`src/rtl/lsu_pkg.sv`:
```
// lsu_pkg: shared types and helpers for the load/store memory port.
package lsu_pkg;

  localparam int XLEN = 32;

  typedef enum logic [1:0] {
    SZ_B = 2'b00,
    SZ_H = 2'b01,
    SZ_W = 2'b10,
    SZ_X = 2'b11
  } size_e;

  typedef enum logic {
    IDLE  = 1'b0,
    MERGE = 1'b1
  } state_e;

  function automatic logic is_misaligned(
    input size_e      size,
    input logic [1:0] lo
  );
    logic bad;
    bad = 1'b1;
    case (size)
      SZ_B:    bad = 1'b0;
      SZ_H:    bad = lo[0];
      SZ_W:    bad = (lo != 2'b00);
      default: bad = 1'b1;
    endcase
    return bad;
  endfunction

endpackage

```
`src/rtl/lsu_lane.sv`:
```
// lsu_lane: load extract/extend and store lane merge, purely combinational.
module lsu_lane
  import lsu_pkg::*;
(
  input  size_e           size_i,
  input  logic [1:0]      lane_i,
  input  logic            unsigned_i,
  input  logic [XLEN-1:0] word_i,
  input  logic [XLEN-1:0] wdata_i,
  output logic [XLEN-1:0] ld_data_o,
  output logic [XLEN-1:0] st_word_o
);

  logic [7:0]  b_sel;
  logic [15:0] h_sel;

  assign b_sel = word_i[{lane_i, 3'b000} +: 8];
  assign h_sel = word_i[{lane_i[1], 4'b0000} +: 16];

  always_comb begin
    ld_data_o = word_i;
    st_word_o = wdata_i;
    case (size_i)
      SZ_B: begin
        ld_data_o = {{24{b_sel[7] & ~unsigned_i}}, b_sel};
        st_word_o = word_i;
        st_word_o[{lane_i, 3'b000} +: 8] = wdata_i[7:0];
      end
      SZ_H: begin
        ld_data_o = {{16{h_sel[15] & ~unsigned_i}}, h_sel};
        st_word_o = word_i;
        st_word_o[{lane_i[1], 4'b0000} +: 16] = wdata_i[15:0];
      end
      default: begin
        ld_data_o = word_i;
        st_word_o = wdata_i;
      end
    endcase
  end

endmodule

```
`src/rtl/lsu_mem_port.sv`:
```
// lsu_mem_port: byte/half/word load-store port onto a word-only dual-port RAM.
// LSU_MISALIGN_ERR_EN: flag misaligned/illegal requests instead of aligning them.
module lsu_mem_port #(
  parameter int MEM_AW = 30,
  parameter int XLEN   = 32
) (
  input  logic              clk_i,
  input  logic              rst_i,
  input  logic              req_valid_i,
  output logic              req_ready_o,
  input  logic              req_we_i,
  input  logic [1:0]        req_size_i,
  input  logic              req_unsigned_i,
  input  logic [MEM_AW+1:0] req_addr_i,
  input  logic [XLEN-1:0]   req_wdata_i,
  output logic              rsp_valid_o,
  output logic [XLEN-1:0]   rsp_rdata_o,
  output logic              rsp_err_o,
  output logic [MEM_AW-1:0] mem_raddr_o,
  input  logic [XLEN-1:0]   mem_rdata_i,
  output logic              mem_we_o,
  output logic [MEM_AW-1:0] mem_waddr_o,
  output logic [XLEN-1:0]   mem_wdata_o
);

  import lsu_pkg::*;

  state_e            state_q, state_d;
  logic [MEM_AW-1:0] addr_q, addr_d;
  logic [1:0]        lane_q, lane_d;
  size_e             size_q, size_d;
  logic [XLEN-1:0]   wdata_q, wdata_d;
  logic              rsp_valid_q, rsp_valid_d;
  logic              rsp_err_q, rsp_err_d;
  logic [XLEN-1:0]   rsp_rdata_q, rsp_rdata_d;

  size_e             req_size, eff_size, lane_size;
  logic [1:0]        req_lo, eff_lo, lane_lo;
  logic              req_err, accept, sub_st, in_merge;
  logic [MEM_AW-1:0] req_waddr;
  logic [XLEN-1:0]   lane_wdata, ld_data, st_word;

  assign req_size  = size_e'(req_size_i);
  assign req_lo    = req_addr_i[1:0];
  assign req_waddr = req_addr_i[MEM_AW+1:2];

`ifdef LSU_MISALIGN_ERR_EN
  assign req_err  = is_misaligned(req_size, req_lo);
  assign eff_size = req_size;
  assign eff_lo   = req_lo;
`else
  assign req_err = 1'b0;
  always_comb begin
    eff_size = req_size;
    eff_lo   = req_lo;
    case (req_size)
      SZ_B: eff_lo = req_lo;
      SZ_H: eff_lo = {req_lo[1], 1'b0};
      default: begin
        eff_size = SZ_W;
        eff_lo   = 2'b00;
      end
    endcase
  end
`endif

  assign in_merge    = (state_q == MERGE);
  assign req_ready_o = (state_q == IDLE);
  assign accept      = req_valid_i & req_ready_o;
  assign sub_st      = req_we_i & ~req_err &
                       ((eff_size == SZ_B) | (eff_size == SZ_H));

  assign lane_size  = in_merge ? size_q  : eff_size;
  assign lane_lo    = in_merge ? lane_q  : eff_lo;
  assign lane_wdata = in_merge ? wdata_q : req_wdata_i;

  lsu_lane u_lane (
    .size_i     (lane_size),
    .lane_i     (lane_lo),
    .unsigned_i (req_unsigned_i),
    .word_i     (mem_rdata_i),
    .wdata_i    (lane_wdata),
    .ld_data_o  (ld_data),
    .st_word_o  (st_word)
  );

  // Reset gates the write strobe so an abandoned merge never commits.
  assign mem_raddr_o = in_merge ? addr_q  : req_waddr;
  assign mem_waddr_o = in_merge ? addr_q  : req_waddr;
  assign mem_wdata_o = in_merge ? st_word : req_wdata_i;
  assign mem_we_o    = ~rst_i & (in_merge |
                       (accept & req_we_i & ~req_err & ~sub_st));

  always_comb begin
    state_d     = state_q;
    addr_d      = addr_q;
    lane_d      = lane_q;
    size_d      = size_q;
    wdata_d     = wdata_q;
    rsp_valid_d = 1'b0;
    rsp_err_d   = 1'b0;
    rsp_rdata_d = '0;
    unique case (state_q)
      IDLE: begin
        if (accept) begin
          if (req_err) begin
            rsp_valid_d = 1'b1;
            rsp_err_d   = 1'b1;
          end else if (sub_st) begin
            state_d = MERGE;
            addr_d  = req_waddr;
            lane_d  = eff_lo;
            size_d  = eff_size;
            wdata_d = req_wdata_i;
          end else begin
            rsp_valid_d = 1'b1;
            if (!req_we_i) rsp_rdata_d = ld_data;
          end
        end
      end
      MERGE: begin
        state_d     = IDLE;
        rsp_valid_d = 1'b1;
      end
    endcase
  end

  always_ff @(posedge clk_i or posedge rst_i) begin
    if (rst_i) begin
      state_q     <= IDLE;
      addr_q      <= '0;
      lane_q      <= '0;
      size_q      <= SZ_B;
      wdata_q     <= '0;
      rsp_valid_q <= 1'b0;
      rsp_err_q   <= 1'b0;
      rsp_rdata_q <= '0;
    end else begin
      state_q     <= state_d;
      addr_q      <= addr_d;
      lane_q      <= lane_d;
      size_q      <= size_d;
      wdata_q     <= wdata_d;
      rsp_valid_q <= rsp_valid_d;
      rsp_err_q   <= rsp_err_d;
      rsp_rdata_q <= rsp_rdata_d;
    end
  end

  assign rsp_valid_o = rsp_valid_q;
  assign rsp_err_o   = rsp_err_q;
  assign rsp_rdata_o = rsp_rdata_q;

endmodule

```
`config.mk`:
```
export PLATFORM = sky130hd
export DESIGN_NAME = lsu_mem_port
export DESIGN_NICKNAME = d
export VERILOG_FILES = /design/src/rtl/lsu_pkg.sv /design/src/rtl/lsu_lane.sv /design/src/rtl/lsu_mem_port.sv
export SDC_FILE = /design/constraint.sdc
export NUM_CORES = 1
export LEC_CHECK = 0
export ABC_AREA = 1
export BUFFER_PORTS_ARGS = -buffer_cell sky130_fd_sc_hd__buf_2
export CAP_MARGIN = 20
export CORE_AREA = 2 2 141 143
export DETAILED_ROUTE_END_ITERATION = 8
export DIE_AREA = 0 0 143 145
export GPL_ROUTABILITY_DRIVEN = 0
export PLACE_DENSITY = 0.63
export RECOVER_POWER = 25
export SLEW_MARGIN = 20
export SYNTH_ARGS = -nofsm -noshare
export SYNTH_HDL_FRONTEND = slang
export SYNTH_SLANG_ARGS = --single-unit
```
`constraint.sdc`:
```
create_clock -name clk_i -period 4.35 [get_ports clk_i]
set_input_delay 0.435 -clock clk_i [delete_from_list [all_inputs] [get_ports clk_i]]
set_output_delay 0.435 -clock clk_i [all_outputs]
set_load 0.03 [all_outputs]
```
Word level (Yosys, flattened, before mapping)
Index checks and enable logic that the tools add are counted.

word-level totals
  flip-flop bits (word level) = 100
  latch bits = 0
  bits in writable memories = 0
  memory bits (read-only) = 0
  input port bits = 103
  output and inout bits = 128
  memories = 0

operators by class
  add/sub/neg operators = 2
  multiply operators = 0
  divide/modulo/power cells = 0
  order comparisons = 0
  equal/unequal tests = 3
  shift-type cells = 6
  mux-type cells = 21
  bitwise logic cells = 13
  reduce and logical (&&, ||, !) cells = 5

operator list
  operator                                               number
  two-way mux 32 bit                                     6
  case mux 32 bit (2 select lines)                       2
  bitwise mux 32 bit                                     2
  variable shift 16 x 7 -> 32 bit, first input constant  1
  variable shift 8 x 7 -> 32 bit, first input constant   1
  indexed part select 16 x 7 -> 32 bit                   1
  indexed part select 32 x 6 -> 16 bit                   1
  indexed part select 32 x 6 -> 8 bit                    1
  indexed part select 8 x 7 -> 32 bit                    1
  two-way mux 30 bit                                     1
  negation 5 -> 7 bit                                    2
  AND 1 bit                                              7
  == test 2 x 1 -> 1 bit, second input constant          3
  logical NOT 2 bit                                      3
  two-way mux 2 bit                                      3
  two-way mux 1 bit                                      4
  NOT 1 bit                                              4
  case mux 1 bit (2 select lines)                        2
  case mux 2 bit (2 select lines)                        1
  AND reduction 3 bit                                    1
  bitwise OR 1 bit                                       2
  OR reduction 2 bit                                     1

Depth between registers and ports, before layout
  word-level depth = 10
  gate-level depth with buffers = 15

Cells and area by module
Synthesis repeated with hierarchy kept, for this count alone.

unflattened totals
  cells, all modules = 1183
  area, all modules = 7244.4 um^2

by module, submodules not included
  module        instances  cells an instance  area an instance (um^2)
  lsu_mem_port  1          716                5127.4
  lsu_lane      1          467                2117.0

Worst setup path after synthesis
OpenSTA, ideal clock, no wires.

  path kind = register to output
  start = register state_q, in the netlist in_merge
  end = output mem_wdata_o[17]
  arrival time = 2698 ps
  required time = 3915 ps
  path slack = 1217 ps
  stages on the path, launching flop included = 12
  buffers on the path = 4
  cell sequence = dfrtp_1 > buf_6 > nor2_8 > a21oi_2 > buf_2 > buf_4 > ha_1 > clkbuf_1 > nand3_1 > o211ai_1 > o211ai_1 > o21ai_0

between the ends
  word-level cells in the longest chain between the ends = 6

RTL lines
  item                                                          line                            RTL
  start, declared                                               lsu_mem_port.sv:28              state_e state_q, state_d;
  start signal, assigned                                        lsu_mem_port.sv:139             state_q <= state_d;
  two-way mux 2 bit                                             lsu_mem_port.sv:74              assign lane_lo = in_merge ? lane_q : eff_lo;
  negation 5 -> 7 bit, on equally long branches                 lsu_lane.sv:32, lsu_lane.sv:27
  indexed part select 16 x 7 -> 32 bit (tied with other cells)  lsu_lane.sv:32                  st_word_o[{lane_i[1], 4'b0000} +: 16] = wdata_i[15:0];
  bitwise mux 32 bit, on equally long branches                  lsu_lane.sv:32, lsu_lane.sv:27
  case mux 32 bit (2 select lines)                              lsu_lane.sv:23                  case (size_i)
  two-way mux 32 bit *                                          lsu_mem_port.sv:90              assign mem_wdata_o = in_merge ? st_word : req_wdata_i;
  end, declared                                                 lsu_mem_port.sv:23              output logic [XLEN-1:0] mem_wdata_o

Every way passes the cells marked *; elsewhere a longest branch is shown, timed or not.

Worst setup path in the final report
  start = register state_q, in the netlist in_merge
  end = output mem_wdata_o[7]

Same word-level chain as after synthesis.

==> out/metrics.cfg <==
[logic_synthesis]
synthCells = 968
synth_seq_cells = 100
synth.distinct_cells = 37
syn_area_per_cell_um2 = 6.85
synthesis.nets = 1076
yosysSeqAreaShare_pct = 37.8
synth_async_sr_flop_share_pct = 100
synth_area_mm2 = 0.00663
synth_edf_count = 0
synth-main-ff-cell = dfrtp_1
ys_warn_count = 0

[clock_tree]
numCtsBuffers = 9
htreeDepth = 3
clkTransAtPathRegs_ns = 0.07
cts_hold_buf = 0
postCtsSetupBuffers = 0
clockRootBuffer = clkbuf_16
cts_num_sinks = 100
clockBufferDepth = 2
worstSkewPairLatency_ns = 0.35
cts_tree = built
cts_resized = 0

[global_routing]
grt_start_max_net_pins = 74
grt.busiest_layer = met2
gr-usage-met2_pct = 31.4
gr-usage-met3_pct = 4.26
use_met1_pct = 26.3
first_global_vias = 6067
grt_first_pass_wirelength_mm = 31.9
grt_remaining_overflow = 0
track_usage_pct = 19.6
antenna_found_initial = 1

[critical_path]
worstSetupPathType = reg2out
startpoint = in_merge
reg2reg_from = in_merge
cp_max_fo = 13
required_ns = 3.91
cp-start-kind = flop
end_kind = primary output
arrival_ns = 3.24

[sta]
tns_ns = 0
rsz0062_at_grt = false
period_needed_ns = 3.68
fmax_mhz = 272
worst_pin_slew_ns = 2.81
hold_viol = 0
setup_viol = 0
slew_headroom_pct = -87.5
finalWorstSetupSlack_ns = 0.673
maxSlewViolCount = 74
hold_slack_ns = 0.287
finClkSkew_ns = 0.00607
timing.final.crit_share_pct = 84.5

[cells_and_area]
syn_to_final_growth_pct = 20.7
final_common_cell = nand2_1
final_nets = 1235
final_cell_mix = 282 x nand2_1, 220 x buf_2, 162 x o21ai_0
final_cell_count_no_fill = 1398
drive_above_1_share_pct = 24.4

[placed_design]
hpwl_mm = 15.8
dp_cells = 1381
pre_cts_ws_ns = 1.10
port_buffers = 229

[die]
rows = 51
dieArea_mm2 = 0.0207
fp.dieH_um = 145
ios = 231
die_w_um = 143
initial_core_util_pct = 34.5
coreArea_mm2 = 0.0192

[power]
total_leakage_power_nw = 4.22
max-vdd-ir-drop_uv = 199
power_density_mw_per_mm2 = 355

[route]
drtPass1Iterations = 5
ant_nets = 0
finalWirelength_mm = 20.8
drt-initial-drc-count = 587
dr_total_vias = 6758
drcViolationCount = 0
wire_per_inst_um = 14.9
vias_per_cell = 4.83

[run_status]
violations = capacitance limit, slew limit
status = finished with violations

[min_path]
min_from = req_wdata_i[20]
hold_path_class = in2reg

[job]
cap_violations = 1

## registers in the layout, indices dropped and copies added, names as in the netlist
| register | cells |
|---|---|
| lane_q | 2 |
| rsp_rdata_o | 32 |
| rsp_valid_o | 1 |
| wdata_q | 32 |
| in_merge | 1 |
| size_q | 2 |
| addr_q | 30 |
## critical path: stages (launching register included)
cell     delay [ns]
dfrtp_4        0.56
nor2_8         0.20
nand2_2        0.11
nand2_2        0.23
inv_2          0.15
ha_1           0.50
inv_1          0.20
a31oi_1        0.23
nor2_1         0.06
o21ai_0        0.37
nand2_1        0.09
buf_2          0.19
## metrics by stage
stage	power (mW)	util, %	instance area, µm²
2_1_floorplan	1.71	-	6630
3_3_place_gp	1.91	39.9	7670
3_5_place_dp	1.92	39.9	7670
4_1_cts	2.86	41.7	8010
5_1_grt	2.99	41.6	7990
6_report	2.84	41.6	8000
## layout make-up
cell class,count,area (µm²)
Fill cell,2052,11200
Multi-Input combinational cell,672,3220
Sequential cell,100,2510
Timing Repair Buffer,237,1190
Inverter,107,402
Tap cell,265,332
Clock buffer,10,229
Clock inverter,6,111
Antenna cell,1,2.50
## final timing paths
check	endpoint	slack, ns	cells after the start
max	mem_wdata_o[7]	0.67	11
max in group asynchronous	in_merge	1.26	2
min in group asynchronous	addr_q[12]	1.07	2
max reg2reg	addr_q[23]	1.67	5
min	wdata_q[20]	0.29	3
min reg2reg	wdata_q[20]	0.48	2
## cell families after synthesis
| family | after synthesis | synth area share, % |
|---|---|---|
| AO/OA/AOI/OAI | 256 | 21.8 |
| AND/OR/NAND/NOR | 410 | 25.6 |
| adder cells (fa/ha/maj) | 5 | 0.944 |
| flip-flops | 100 | 37.8 |
| buffers and inverters | 196 | 13.9 |
| other | 1 | 0.0566 |
## power breakdown
group	internal (mW)	switching (mW)
logic	0.234	0.558
registers	1.05	0.0640
clock network	0.564	0.365
total	1.85	0.986
## per-layer routing
layer	routed length (µm)	vias up
li1	-	3406
met5	0	-
met4	432	0
met1	9190	3039
met3	1540	32
met2	9680	281
## cells in the mapped netlist (all sizes together) (5+ instances only)
cell type  number  share of area, %
nand2         289                17
o21ai         166                13
inv           107               6.1
dfrtp         100                38
nor2           77               5.1
buf            62               6.3
nand3          38               3.1
a21oi          30               2.5
clkbuf         27               1.5
o211ai         27               3.1
o22ai          14               1.3
a31oi           8              0.76
ha              5              0.94
Note: power is estimated with default switching activity, not from simulation.
